## src/rtl/kem_sequencer.sv

```systemverilog
// kem_sequencer: steps ML-KEM keygen/encap/decap through the datapath modules as ISSUE/WAIT pairs
module kem_sequencer #(
  parameter int K       = 2,
  parameter int TIMEOUT = 4096
) (
  input  logic       clk,
  input  logic       rst,
  input  logic       start_i,
  input  logic [2:0] mode_i,
  input  logic [4:0] done_i,
  output logic [4:0] go_o,
  output logic [3:0] idx_o,
  output logic       busy_o,
  output logic       done_o,
  output logic [1:0] err_o
);
  typedef enum logic [3:0] {IDLE, TRNG, HASHG1, SAMPLEA, CBD, NTT, HASHG2, FINISH, ABORT} state_t;
  localparam logic [3:0]  L_SA     = 4'(K * K - 1);
  localparam logic [3:0]  L_CBD_KG = 4'(2 * K - 1);
  localparam logic [3:0]  L_CBD    = 4'(2 * K);
  localparam logic [3:0]  L_NTT_KG = 4'(2 * K - 1);
  localparam logic [3:0]  L_NTT    = 4'(K - 1);
  localparam logic [15:0] L_TO     = 16'(TIMEOUT - 1);
  state_t      r_state, w_state, w_nxt_stage;
  logic        r_wait, w_wait;
  logic [3:0]  r_idx, w_idx, w_last;
  logic [15:0] r_cnt, w_cnt, w_cnt_inc;
  logic [1:0]  r_err, w_err;
  logic        r_keygen, w_keygen, r_decap, w_decap;
  logic [4:0]  w_mod, w_match, w_other;
  logic        w_stage, w_legal;
  assign w_mod = (r_state == TRNG)    ? 5'b00001 :
                 (r_state == SAMPLEA) ? 5'b00010 :
                 (r_state == CBD)     ? 5'b00100 :
                 (r_state == NTT)     ? 5'b01000 :
                 (r_state == HASHG1 || r_state == HASHG2) ? 5'b10000 : 5'b00000;
  assign w_last = (r_state == SAMPLEA) ? L_SA :
                  (r_state == CBD)     ? (r_keygen ? L_CBD_KG : L_CBD) :
                  (r_state == NTT)     ? (r_keygen ? L_NTT_KG : L_NTT) : 4'd0;
  assign w_nxt_stage = (r_state == TRNG)    ? HASHG1 :
                       (r_state == HASHG1)  ? SAMPLEA :
                       (r_state == SAMPLEA) ? CBD :
                       (r_state == CBD)     ? NTT :
                       (r_state == NTT && r_decap) ? HASHG2 : FINISH;
  assign w_stage   = |w_mod;
  assign w_match   = done_i & w_mod;
  assign w_other   = done_i & ~w_mod;
  assign w_legal   = (|mode_i) && ~|(mode_i & (mode_i - 3'd1));
  assign w_cnt_inc = r_cnt + 16'd1;
  assign go_o      = (w_stage && !r_wait) ? w_mod : 5'b00000;
  assign busy_o    = w_stage;
  assign done_o    = (r_state == FINISH);
  assign idx_o     = r_idx;
  assign err_o     = r_err;
  // next-state: accept/reject start, advance stages on matching done, abort on stray done or timeout
  always_comb begin
    w_state  = r_state;
    w_wait   = r_wait;
    w_idx    = r_idx;
    w_cnt    = r_cnt;
    w_err    = r_err;
    w_keygen = r_keygen;
    w_decap  = r_decap;
    if (r_state == IDLE) begin
      if (start_i && w_legal) begin
        w_err    = 2'd0;
        w_keygen = mode_i[0];
        w_decap  = mode_i[2];
        w_state  = mode_i[2] ? HASHG1 : TRNG;
        w_wait   = 1'b0;
        w_idx    = 4'd0;
        w_cnt    = 16'd0;
      end else if (start_i) begin
        w_err = 2'd1;
      end
    end else if (w_stage) begin
      if (!r_wait) begin
        w_state = |done_i ? ABORT : r_state;
        w_err   = |done_i ? 2'd3 : r_err;
        w_wait  = 1'b1;
        w_cnt   = 16'd0;
      end else if (|w_other) begin
        w_state = ABORT;
        w_err   = 2'd3;
      end else if (|w_match) begin
        w_wait  = 1'b0;
        w_state = (r_idx == w_last) ? w_nxt_stage : r_state;
        w_idx   = (r_idx == w_last) ? 4'd0 : r_idx + 4'd1;
      end else if (w_cnt_inc == L_TO) begin
        w_state = ABORT;
        w_err   = 2'd2;
      end else begin
        w_cnt = w_cnt_inc;
      end
    end else begin
      w_state = IDLE;
      w_wait  = 1'b0;
      w_idx   = 4'd0;
    end
  end
  // state and datapath registers
  always_ff @(posedge clk or posedge rst) begin
    if (rst) begin
      r_state  <= IDLE;
      r_wait   <= 1'b0;
      r_idx    <= 4'd0;
      r_cnt    <= 16'd0;
      r_err    <= 2'd0;
      r_keygen <= 1'b0;
      r_decap  <= 1'b0;
    end else begin
      r_state  <= w_state;
      r_wait   <= w_wait;
      r_idx    <= w_idx;
      r_cnt    <= w_cnt;
      r_err    <= w_err;
      r_keygen <= w_keygen;
      r_decap  <= w_decap;
    end
  end
endmodule

```

## config.mk

```make
export PLATFORM = sky130hd
export DESIGN_NAME = kem_sequencer
export DESIGN_NICKNAME = d
export VERILOG_FILES = /design/src/rtl/kem_sequencer.sv
export SDC_FILE = /design/constraint.sdc
export NUM_CORES = 1
export LEC_CHECK = 0
export ABC_AREA = 1
export CAP_MARGIN = 20
export CELL_PAD_IN_SITES_DETAIL_PLACEMENT = 1
export CELL_PAD_IN_SITES_GLOBAL_PLACEMENT = 2
export CORE_MARGIN = 2
export CORE_UTILIZATION = 35
export CTS_BUF_LIST = sky130_fd_sc_hd__clkbuf_8
export CTS_CLUSTER_SIZE = 8
export DETAILED_ROUTE_END_ITERATION = 12
export PLACE_DENSITY = 0.91
export SKIP_LAST_GASP = 1
export SYNTH_ARGS = -nofsm -noshare
export SYNTH_HDL_FRONTEND = slang
export SYNTH_SLANG_ARGS = --single-unit
```

## constraint.sdc

```tcl
create_clock -name clk -period 4.5 [get_ports clk]
set_clock_uncertainty 0.05 [all_clocks]
set_input_delay 0.9 -clock clk [delete_from_list [all_inputs] [get_ports clk]]
set_output_delay 0.9 -clock clk [all_outputs]
set_load 0.02 [all_outputs]
```

# After elaboration in Yosys (flattened, before gate mapping)
# Index checks and enable logic that the tools add are counted.
[word_totals]
reg_bits = 29
input_bits = 11
[op_classes]
add_sub_neg = 3
eq_ne = 22
n_mux = 55
bitwise_logic = 4
reduce_logical = 21
[ops]
columns = ["cell", "n"]
rows = [
  ["$mux 16", 7],
  ["$mux 4", 16],
  ["$mux 5", 6],
  ["$mux 2", 14],
  ["$reduce_or 5->1", 4],
  ["$add 16x1->16 const B", 1],
  ["$eq 16x12->1 const B", 1],
  ["$eq 4x3->1 const B", 4],
  ["$mux 3", 5],
  ["$ne 3x3->1 const B", 4],
  ["$and 5x5->5", 2],
  ["$reduce_and 5->1", 2],
  ["$eq 4x2->1 const B", 2],
  ["$reduce_and 4->1", 2],
  ["$mux 1", 7],
  ["$ne 3x2->1 const B", 2],
  ["$ne 6x2->1 const B", 1],
  ["$ne 6x5->1 const B", 1],
  ["$reduce_or 3->1", 2],
  ["$not 5->5", 1],
  ["$add 4x1->4 const B", 1],
  ["$eq 4x1->1 const B", 1],
  ["$eq 4x3->1", 1],
  ["$logic_and 1x1->1", 4],
  ["13 further kinds", 14],
]

# Depth between registers and ports, before layout
# Gate-level depths: netlist (run 1).
[depth]
word_depth = 14
ltp_mapped = 15
ltp_nobuf = 14

# Worst setup path before layout (run 1)
# No wires, ideal clock.
[synth_timing]
path_type = "reg2out"
startpoint = "register r_state[1]"
endpoint = "output port go_o[4]"
arrival_time_ps = 1396
t_required_ps = 3550
path_slack_ps = 2154
path_stages_with_launch = 8
n_path_buf = 0
path_cell_list = "dfrtp_1 nand2_1 inv_2 nor3_1 nor2_2 nor2_1 inv_1 nor2_1"
[synth_between]
elab_chain_len = 10
[synth_lines]
columns = ["element", "line_no", "rtl"]
rows = [
  ["start, declared", "24", "state_t r_state, w_state, w_nxt_stage;"],
  ["start signal, assigned", "112", "r_state <= w_state;"],
  ["$eq 4x2->1 or $eq 4x3->1 (tied branches)", "36", "(r_state == HASHG1 || r_state == HASHG2) ? 5'b10000 : 5'b00000;"],
  ["$logic_or 1x1->1", "36", ""],
  ["$mux 5", "36", ""],
  ["$mux 5", "35", "(r_state == NTT) ? 5'b01000 :"],
  ["$mux 5", "34", "(r_state == CBD) ? 5'b00100 :"],
  ["$mux 5", "33", "(r_state == SAMPLEA) ? 5'b00010 :"],
  ["$mux 5 *", "32", "assign w_mod = (r_state == TRNG) ? 5'b00001 :"],
  ["$reduce_or 5->1", "45", "assign w_stage = |w_mod;"],
  ["$logic_and 1x1->1", "50", "assign go_o = (w_stage && !r_wait) ? w_mod : 5'b00000;"],
  ["$mux 5 *", "50", ""],
  ["end, declared", "11", "output logic [4:0] go_o,"],
]
# Mark *: on every way between the ends. The rest lies on a longest branch, timed or not.

# Worst setup path after layout (run 1)
[layout_timing]
startpoint = "register r_state[3]"
endpoint = "output port go_o[4]"
# The elaborated chain is that of the path after synthesis.

==> results of run 1 <==
-- sequential cells by signal (all words and copies together) (netlist names) --
| signal | flops |
|---|---|
| err_o | 2 |
| idx_o | 4 |
| r_cnt | 16 |
| r_decap | 1 |
| r_keygen | 1 |
| r_state | 4 |
| r_wait | 1 |
-- power by group through the flow --
stage	combinational [mW]	sequential (mW)	clock (mW)
after floorplan	0.459	0.354	0
after global placement	0.612	0.349	0
after detailed placement	0.625	0.351	0
after CTS	0.626	0.348	0.259
after global routing	0.693	0.357	0.272
final	0.613	0.347	0.253
-- worst max-delay path, delay by kind of cell, from the launching register on --
family,cells,cell delay [ns]
and+or+nand+nor,6,0.94
buffers and inverters,2,0.70
DFF,1,0.44
-- per-layer routing --
layer  wire [microns]  vias to the layer above  global-route usage  part of all wire
met5                0                        -                   0                 0
met4              100                        0              0.0592             0.015
met3              170                        8              0.0350             0.025
met2             3290                       30               0.349              0.49
met1             3140                     1144               0.251              0.47
li1                 -                     1195                   -                 -
-- cells by family after synthesis --
logic type,Yosys count,share of synthesized area
DFF,29,0.313
xor gates and xnor gates,8,0.0302
adders and majority gates,3,0.0162
AOI/OAI and AO/OA,33,0.0821
and+or+nand+nor,233,0.465
buffers and inverters,52,0.0929
-- layout by cell type (no fill, tap or decap), types with 3 or more instances in the layout --
cell and instances:
inv_1 40, clkbuf_8 7, a21oi_1 8, a21oi_2 3, nor2_1 43, nor3_1 4
o21ai_0 14, xor2_1 5, nand2_1 116, nor2_4 5, nor2_2 9, inv_2 7
ha_1 3, dfrtp_1 29, nand3_1 37, nand4_1 10, nand3_2 3, xnor2_1 3
o22ai_1 3, clkdlybuf4s50_1 23, nand2_2 3
-- final cells by class --
type,count,share of cell area
timing repair buffer,24,0.0875
sequential,29,0.267
inverter,48,0.0663
multi-input combinational,277,0.506
clock inverter,1,0.00184
clock buffer,7,0.0355
tap,77,0.0355
-- worst max path at each step --
| stage | start | to | cells past startpoint |
|---|---|---|---|
| after CTS | r_state[3] | go_o[4] | 8 |
| after floorplan | r_state[1] | go_o[4] | 7 |
| after global routing | r_state[3] | go_o[4] | 8 |
| after detailed placement | r_state[3] | go_o[4] | 8 |
| final | r_state[3] | go_o[4] | 8 |
| after global placement | r_state[3] | go_o[4] | 8 |
-- per-stage QoR --
step                setup slack, ns  total power [mW]  utilization
floorplan                      2.15             0.813            -
global placement               1.52             0.961        0.410
detailed placement             1.50             0.976        0.410
CTS                            1.15              1.23        0.426
global route                   1.01              1.32        0.426
finish                         1.18              1.21        0.426
==> metrics.md, run 1 <==
| Metric | Value |
|---|---|
| Fin. max-slew vios | `0` |
| Hold Crit Endpoint | `r_state[2]` |
| Layout area overhead | `17.3%` |
| Drt pass-1 iters | `4` |
| Tmin final | `3.32 ns` |
| Max transition margin | `0.390` |
| Critical path type | `flop to primary output` |
| Top cells by area, synth | `dfrtp_1 31%, nand2_1 19%, nand3_1 8.0%` |
| Total gr overflow | `0` |
| Post_cts resized | `0` |
| Critical path capture point type | `primary output` |
| Initial core utilization | `0.363` |
| Final ANT Viol Nets | `0` |
| Clock power frac | `0.209` |
| Crit path top cell by count | `nor2_1` |
| Yosys warns | `0` |
| Register Area | `726 sq um` |
| EDFF count, synth | `0` |
| Status | `completed` |
| Fill cell count | `881` |
| Max Root-Sink Buffers | `2` |
| Port-buffer cells | `23` |
| Least-Margin Pin Slew | `between 0.9 and 1 ns` |
| CTS buffer count | `5` |
| Clock slew at reported path FFs | `0.07 ns` |
| Final nets | `399` |
| Max-cap violations | `0` |
| Fin cells | `between 400 and 500` |
| Worst-path cell chain | `nor2_1 > nand2_1 > nand2_1 > nor2_2 > nor2_1 > inv_1 > nor2_1 > clkdlybuf4s50_1` |
| # hold bufs at CTS | `0` |
| RSZ-0062 raised after global routing | `no` |
| Min Hold Slack | `0.467 ns` |
| Num Clock Sinks | `29` |
| P_int | `0.613 mW` |
| Syn Inst Count | `358` |
| CP Data Required Time | `3.55 ns` |
| Fraction of layout cells with a size suffix above 1 | `0.111` |
| Synth unique cells | `32` |
| Post-DP HPWL | `5180 microns` |
| CTS H-Tree Depth | `2` |
| Post-route cell area | `0.00272 sq mm` |
| Worst reg2reg path startpoint | `r_state[3]` |
| Final Hold Viols | `0` |
| Die area | `0.00729 sq mm` |
| Leading area contributor after synthesis | `dfrtp_1` |
| Gate power share | `0.505` |
| Fmax | `0.302 GHz` |
| Maximum vdd drop | `0.315 mV` |
| # DRC | `0` |
| Asr flop ratio synth | `1.00` |
| Power Dens Cells | `447 mW/mm^2` |
| Via-to-Cell Ratio | `5.13` |
| HP Start | `r_state[2]` |
| FP Rows | `29` |
| Post-Syn Nets | `372` |
| Total GRT Usage | `0.200` |
| Count leader, synth | `nand2_1` |
| Worst R2R Setup Slack | `2.24 ns` |
| Die height | `85.4 microns` |
| Root Driver | `clkbuf_8` |
| Worst EP arrival | `2.37 ns` |
| Number of DRC markers in iteration 0 | `between 70 and 80` |
| # setup viols final | `0` |
| Net Sw Power | `0.601 mW` |
| Seq/Total Area, Yosys | `0.313` |
| Area after DPL | `roughly 0.0026 sq mm` |
| Hold-critical path depth | `2` |
| Critical Path Max Stage Delay | `0.62 ns` |
| Final TNS setup | `0 ns` |
| Initial antenna violation count | `0` |
| Flop pwr share | `0.286` |
| FF-to-FF path depth | `9` |
| Largest fanout on the critical path | `7` |
| Core box area | `0.00639 sq mm` |
| CTS tree | `built` |
| Post-CTS Setup Inserts | `0` |
| # placed instances | `455` |
| #FFs+latches synth | `29` |
| Area of the multi-input gates | `0.00138 sq mm` |
| Die W | `~85 microns` |
| Io pins | `24` |
| Avg WL per Cell | `14.5 microns` |
| Pin count of the biggest net entering global routing | `22` |
| Synth top area share | `0.313` |
| Slowest-stage cell, CP | `clkdlybuf4s50_1` |
| First-pass GRT wire length | `11700 microns` |
| Leak Pwr | `1.26 nW` |
| Top_reg_cell synth | `dfrtp_1` |
| Diodes inserted | `0` |
| Min-delay worst type | `flop to flop` |
| Final Cycle Share | `0.737` |
| Gpl congestion | `0.819` |
| Average cell area after synthesis | `6.47 sq um` |
| Mapped Area | `0.00232 sq mm` |
| Drt total wl | `6700 microns` |
| Vias post-DR | `roughly 2400` |
| Critical Path Source Type | `flop` |
| Vias in the first global route | `about 2500` |
| FF-to-FF End | `r_cnt[8]` |
| Synth cell count leaders | `116 x nand2_1, 43 x nor2_1, 40 x inv_1` |
| Switching Share | `0.495` |
| Clk_lat worst skew | `around 0.29 ns` |
Note: power is estimated with default switching activity, not from simulation.
==> run 2: changes to the inputs <==
CORE_UTILIZATION = 29   (was 35)
PLACE_DENSITY = 0.81   (was 0.91)
clock period = 2.95 ns   (was 4.5 ns; I/O delays follow)
==> run 2 against run 1 <==
Effect of this change: final area up 2.9%; first-iteration DRC count shrank 38%; cell count grew 6.0%; sequential share of layout area decreased by 0.71 points; routed wire length up 3.3%; count of clock-buffer cells in the layout did not move; via count fell by 0.34%.
==> metrics.md, run 2 (synthesis gave the netlist of run 1 again) <==
| Metric | Value |
|---|---|
| HP Start | `err_o[0]` |
| Fin. max-slew vios | `0 (unchanged)` |
| Avg WL per Cell | `14.1 microns (-2.6%)` |
| Final ANT Viol Nets | `0 (unchanged)` |
| Max Root-Sink Buffers | `2 (unchanged)` |
| Fmax | `between 0.3 and 0.4 GHz` |
| Min-delay worst type | `flop to flop` |
| Worst reg2reg path startpoint | `r_cnt[0]` |
| CTS tree | `built` |
| Critical path type | `flop to primary output` |
| Drt pass-1 iters | `3 (-1)` |
| Switching Share | `0.489 (-0.00623)` |
| Via-to-Cell Ratio | `4.82 (-6.0%)` |
| Least-Margin Pin Slew | `0.440 ns (-0.474 ns)` |
| Worst R2R Setup Slack | `0.75 ns (-1.49 ns)` |
| Flop pwr share | `0.281 (-0.005)` |
| Tmin final | `2.76 ns` |
| CP Data Required Time | `2.31 ns (-1.24 ns)` |
| Port-buffer cells | `23 (unchanged)` |
| Max-cap violations | `0 (unchanged)` |
| Vias post-DR | `2369 (-0.34%)` |
| First-pass GRT wire length | `12000 microns (+2.6%)` |
| # setup viols final | `0 (unchanged)` |
| Met2 usage | `0.306 (-0.0437)` |
| Final Cycle Share | `0.935` |
| Final nets | `402 (+0.75%)` |
| CTS H-Tree Depth | `2 (unchanged)` |
| FF-to-FF End | `r_cnt[4]` |
| Core box area | `0.00773 sq mm (+21%)` |
| Clk_lat worst skew | `0.28 ns (about the same)` |
| Most frequent cells in the layout | `115 x nand2_1, 42 x nor2_1, 40 x inv_1` |
| Number of DRC markers in iteration 0 | `46 (-38%)` |
| Gpl congestion | `0.793 (-3.2%)` |
| Max FFs per register | `16 (unchanged)` |
| Largest reg by FF count | `r_cnt` |
| RSZ-0062 raised after global routing | `no` |
| # hold bufs at CTS | `0 (unchanged)` |
| Initial antenna violation count | `0 (unchanged)` |
| P_int | `0.979 mW (+60%)` |
| FP Rows | `32 (+10%)` |
| Die area | `0.00872 sq mm (+20%)` |
| Worst EP arrival | `2.12 ns (-0.25 ns)` |
| Max transition margin | `0.706 (+0.316)` |
| # DRC | `0 (unchanged)` |
| Leak Pwr | `1.32 nW (+4.7%)` |
| Num Clock Sinks | `29 (unchanged)` |
| FF-to-FF path depth | `14 (+5)` |
| Critical Path Source Type | `flop` |
| Maximum vdd drop | `0.273 mV (-13%)` |
| Pin count of the biggest net entering global routing | `30 (+36%)` |
| Fin cells | `491 (+6.0%)` |
| Clock slew at reported path FFs | `0.07 ns (about the same)` |
| Die W | `93.4 microns (+9.4%)` |
| Largest fanout on the critical path | `6 (-1)` |
| Clock power frac | `0.197 (-0.012)` |
| GRT met1 Usage | `0.216 (-0.0358)` |
| Power Dens Cells | `685 mW/mm^2 (+53%)` |
| Root Driver | `clkbuf_8` |
| Vias in the first global route | `2556 (+2.6%)` |
| Hold Crit Endpoint | `err_o[0]` |
| Fraction of layout cells with a size suffix above 1 | `0.129 (+0.0171)` |
| Die height | `93.4 microns (+9.4%)` |
| Io pins | `24 (unchanged)` |
| Most common cell after layout, fill and taps aside | `nand2_1` |
| Critical path capture point type | `primary output` |
| Met3 Use GR | `0.0314 (-0.00359)` |
| # placed instances | `483 (+6.2%)` |
| Most Crowded Layer GR | `met2` |
| Post-DP HPWL | `5330 microns (+2.8%)` |
| Final Hold Viols | `0 (unchanged)` |
| Hold-critical path depth | `2 (unchanged)` |
| Gate power share | `0.522 (+0.017)` |
| Net Sw Power | `0.937 mW (+56%)` |
| CTS buffer count | `5 (unchanged)` |
| Final TNS setup | `0 ns (unchanged)` |
| Layout area overhead | `20.7%` |
| Status | `completed` |
| Diodes inserted | `0 (unchanged)` |
| Total GRT Usage | `0.173 (-0.0271)` |
| Post-CTS Setup Inserts | `0 (unchanged)` |
| Initial core utilization | `0.300 (-0.0630)` |
| Total gr overflow | `0 (unchanged)` |
| Drt total wl | `6920 microns (+3.3%)` |
## run 2: cell types whose count changed in the layout (fill, tap and decap cells not counted), sizes merged
cell           delta
buf               +3
dlymetal6s2s      +2
dlygate4sd2       +1
clkdlybuf4s50     -3
## run 2: worst max-delay path by stage
stage               startpoint  endpoint  slack, ns  depth (start not counted)
floorplan           r_state[1]   go_o[4]       0.91                          7
global placement    r_state[3]   go_o[4]       0.35                          8
detailed placement  r_state[3]   go_o[4]       0.33                          8
CTS                 r_state[3]   go_o[1]       0.04                          8
global route        r_state[3]    busy_o       0.08                          7
finish              r_state[3]    busy_o       0.19                          7
## run 2: layout make-up
type                    instances  area [sq um]
fillers                      1019          4930
multi-input cells             277          1400
flip-flops and latches         29           727
repair buffers                 27           264
inverters                      48           180
well taps                     102           128
clock buffers                   7          96.3
clock inverters                 1          5.00
## run 2: metal layers
metal	routed length, microns	part of all wire	vias up
li1	-	-	1202
met4	109	0.016	0
met5	0	0	-
met3	142	0.021	10
met1	3250	0.47	1129
met2	3420	0.49	28
## run 2: what timing repair did
action,4_1_cts,5_1_grt
gates resized for setup,1,8
pin swaps,0,0
endpoints found under the setup margin,1,3
## run 2: power groups by stage
stage                     Sequential [mW]  Clock [mW]  Combinational [mW]
after floorplan                     0.540           0               0.700
after global placement              0.533           0                1.01
after detailed placement            0.534           0                1.01
after CTS                           0.528       0.390                1.01
after global routing                0.550       0.406                1.12
final                               0.538       0.378                1.00
## run 2: through the flow
stage | utilization | setup slack [ns] | instance area [sq um] | power (mW) | hold slack (ns)
3_5_place_dp | 0.346 | 0.326 | 2670 | 1.55 | 0.456
2_1_floorplan | - | 0.914 | 2320 | 1.24 | 0.431
4_1_cts | 0.358 | 0.0418 | 2770 | 1.93 | 0.473
3_3_place_gp | 0.346 | 0.350 | 2670 | 1.54 | 0.445
5_1_grt | 0.362 | 0.0827 | 2800 | 2.08 | 0.504
6_report | 0.362 | 0.192 | 2800 | 1.92 | 0.468
## run 2: worst max-delay path: stages (launching register included)
cell and delay [ns]:
dfrtp_1 0.48, nor2_2 0.20, nand2_2 0.12, nand2_1 0.10
nor2_2 0.05, buf_4 0.16, inv_1 0.09, clkdlybuf4s50_1 0.62
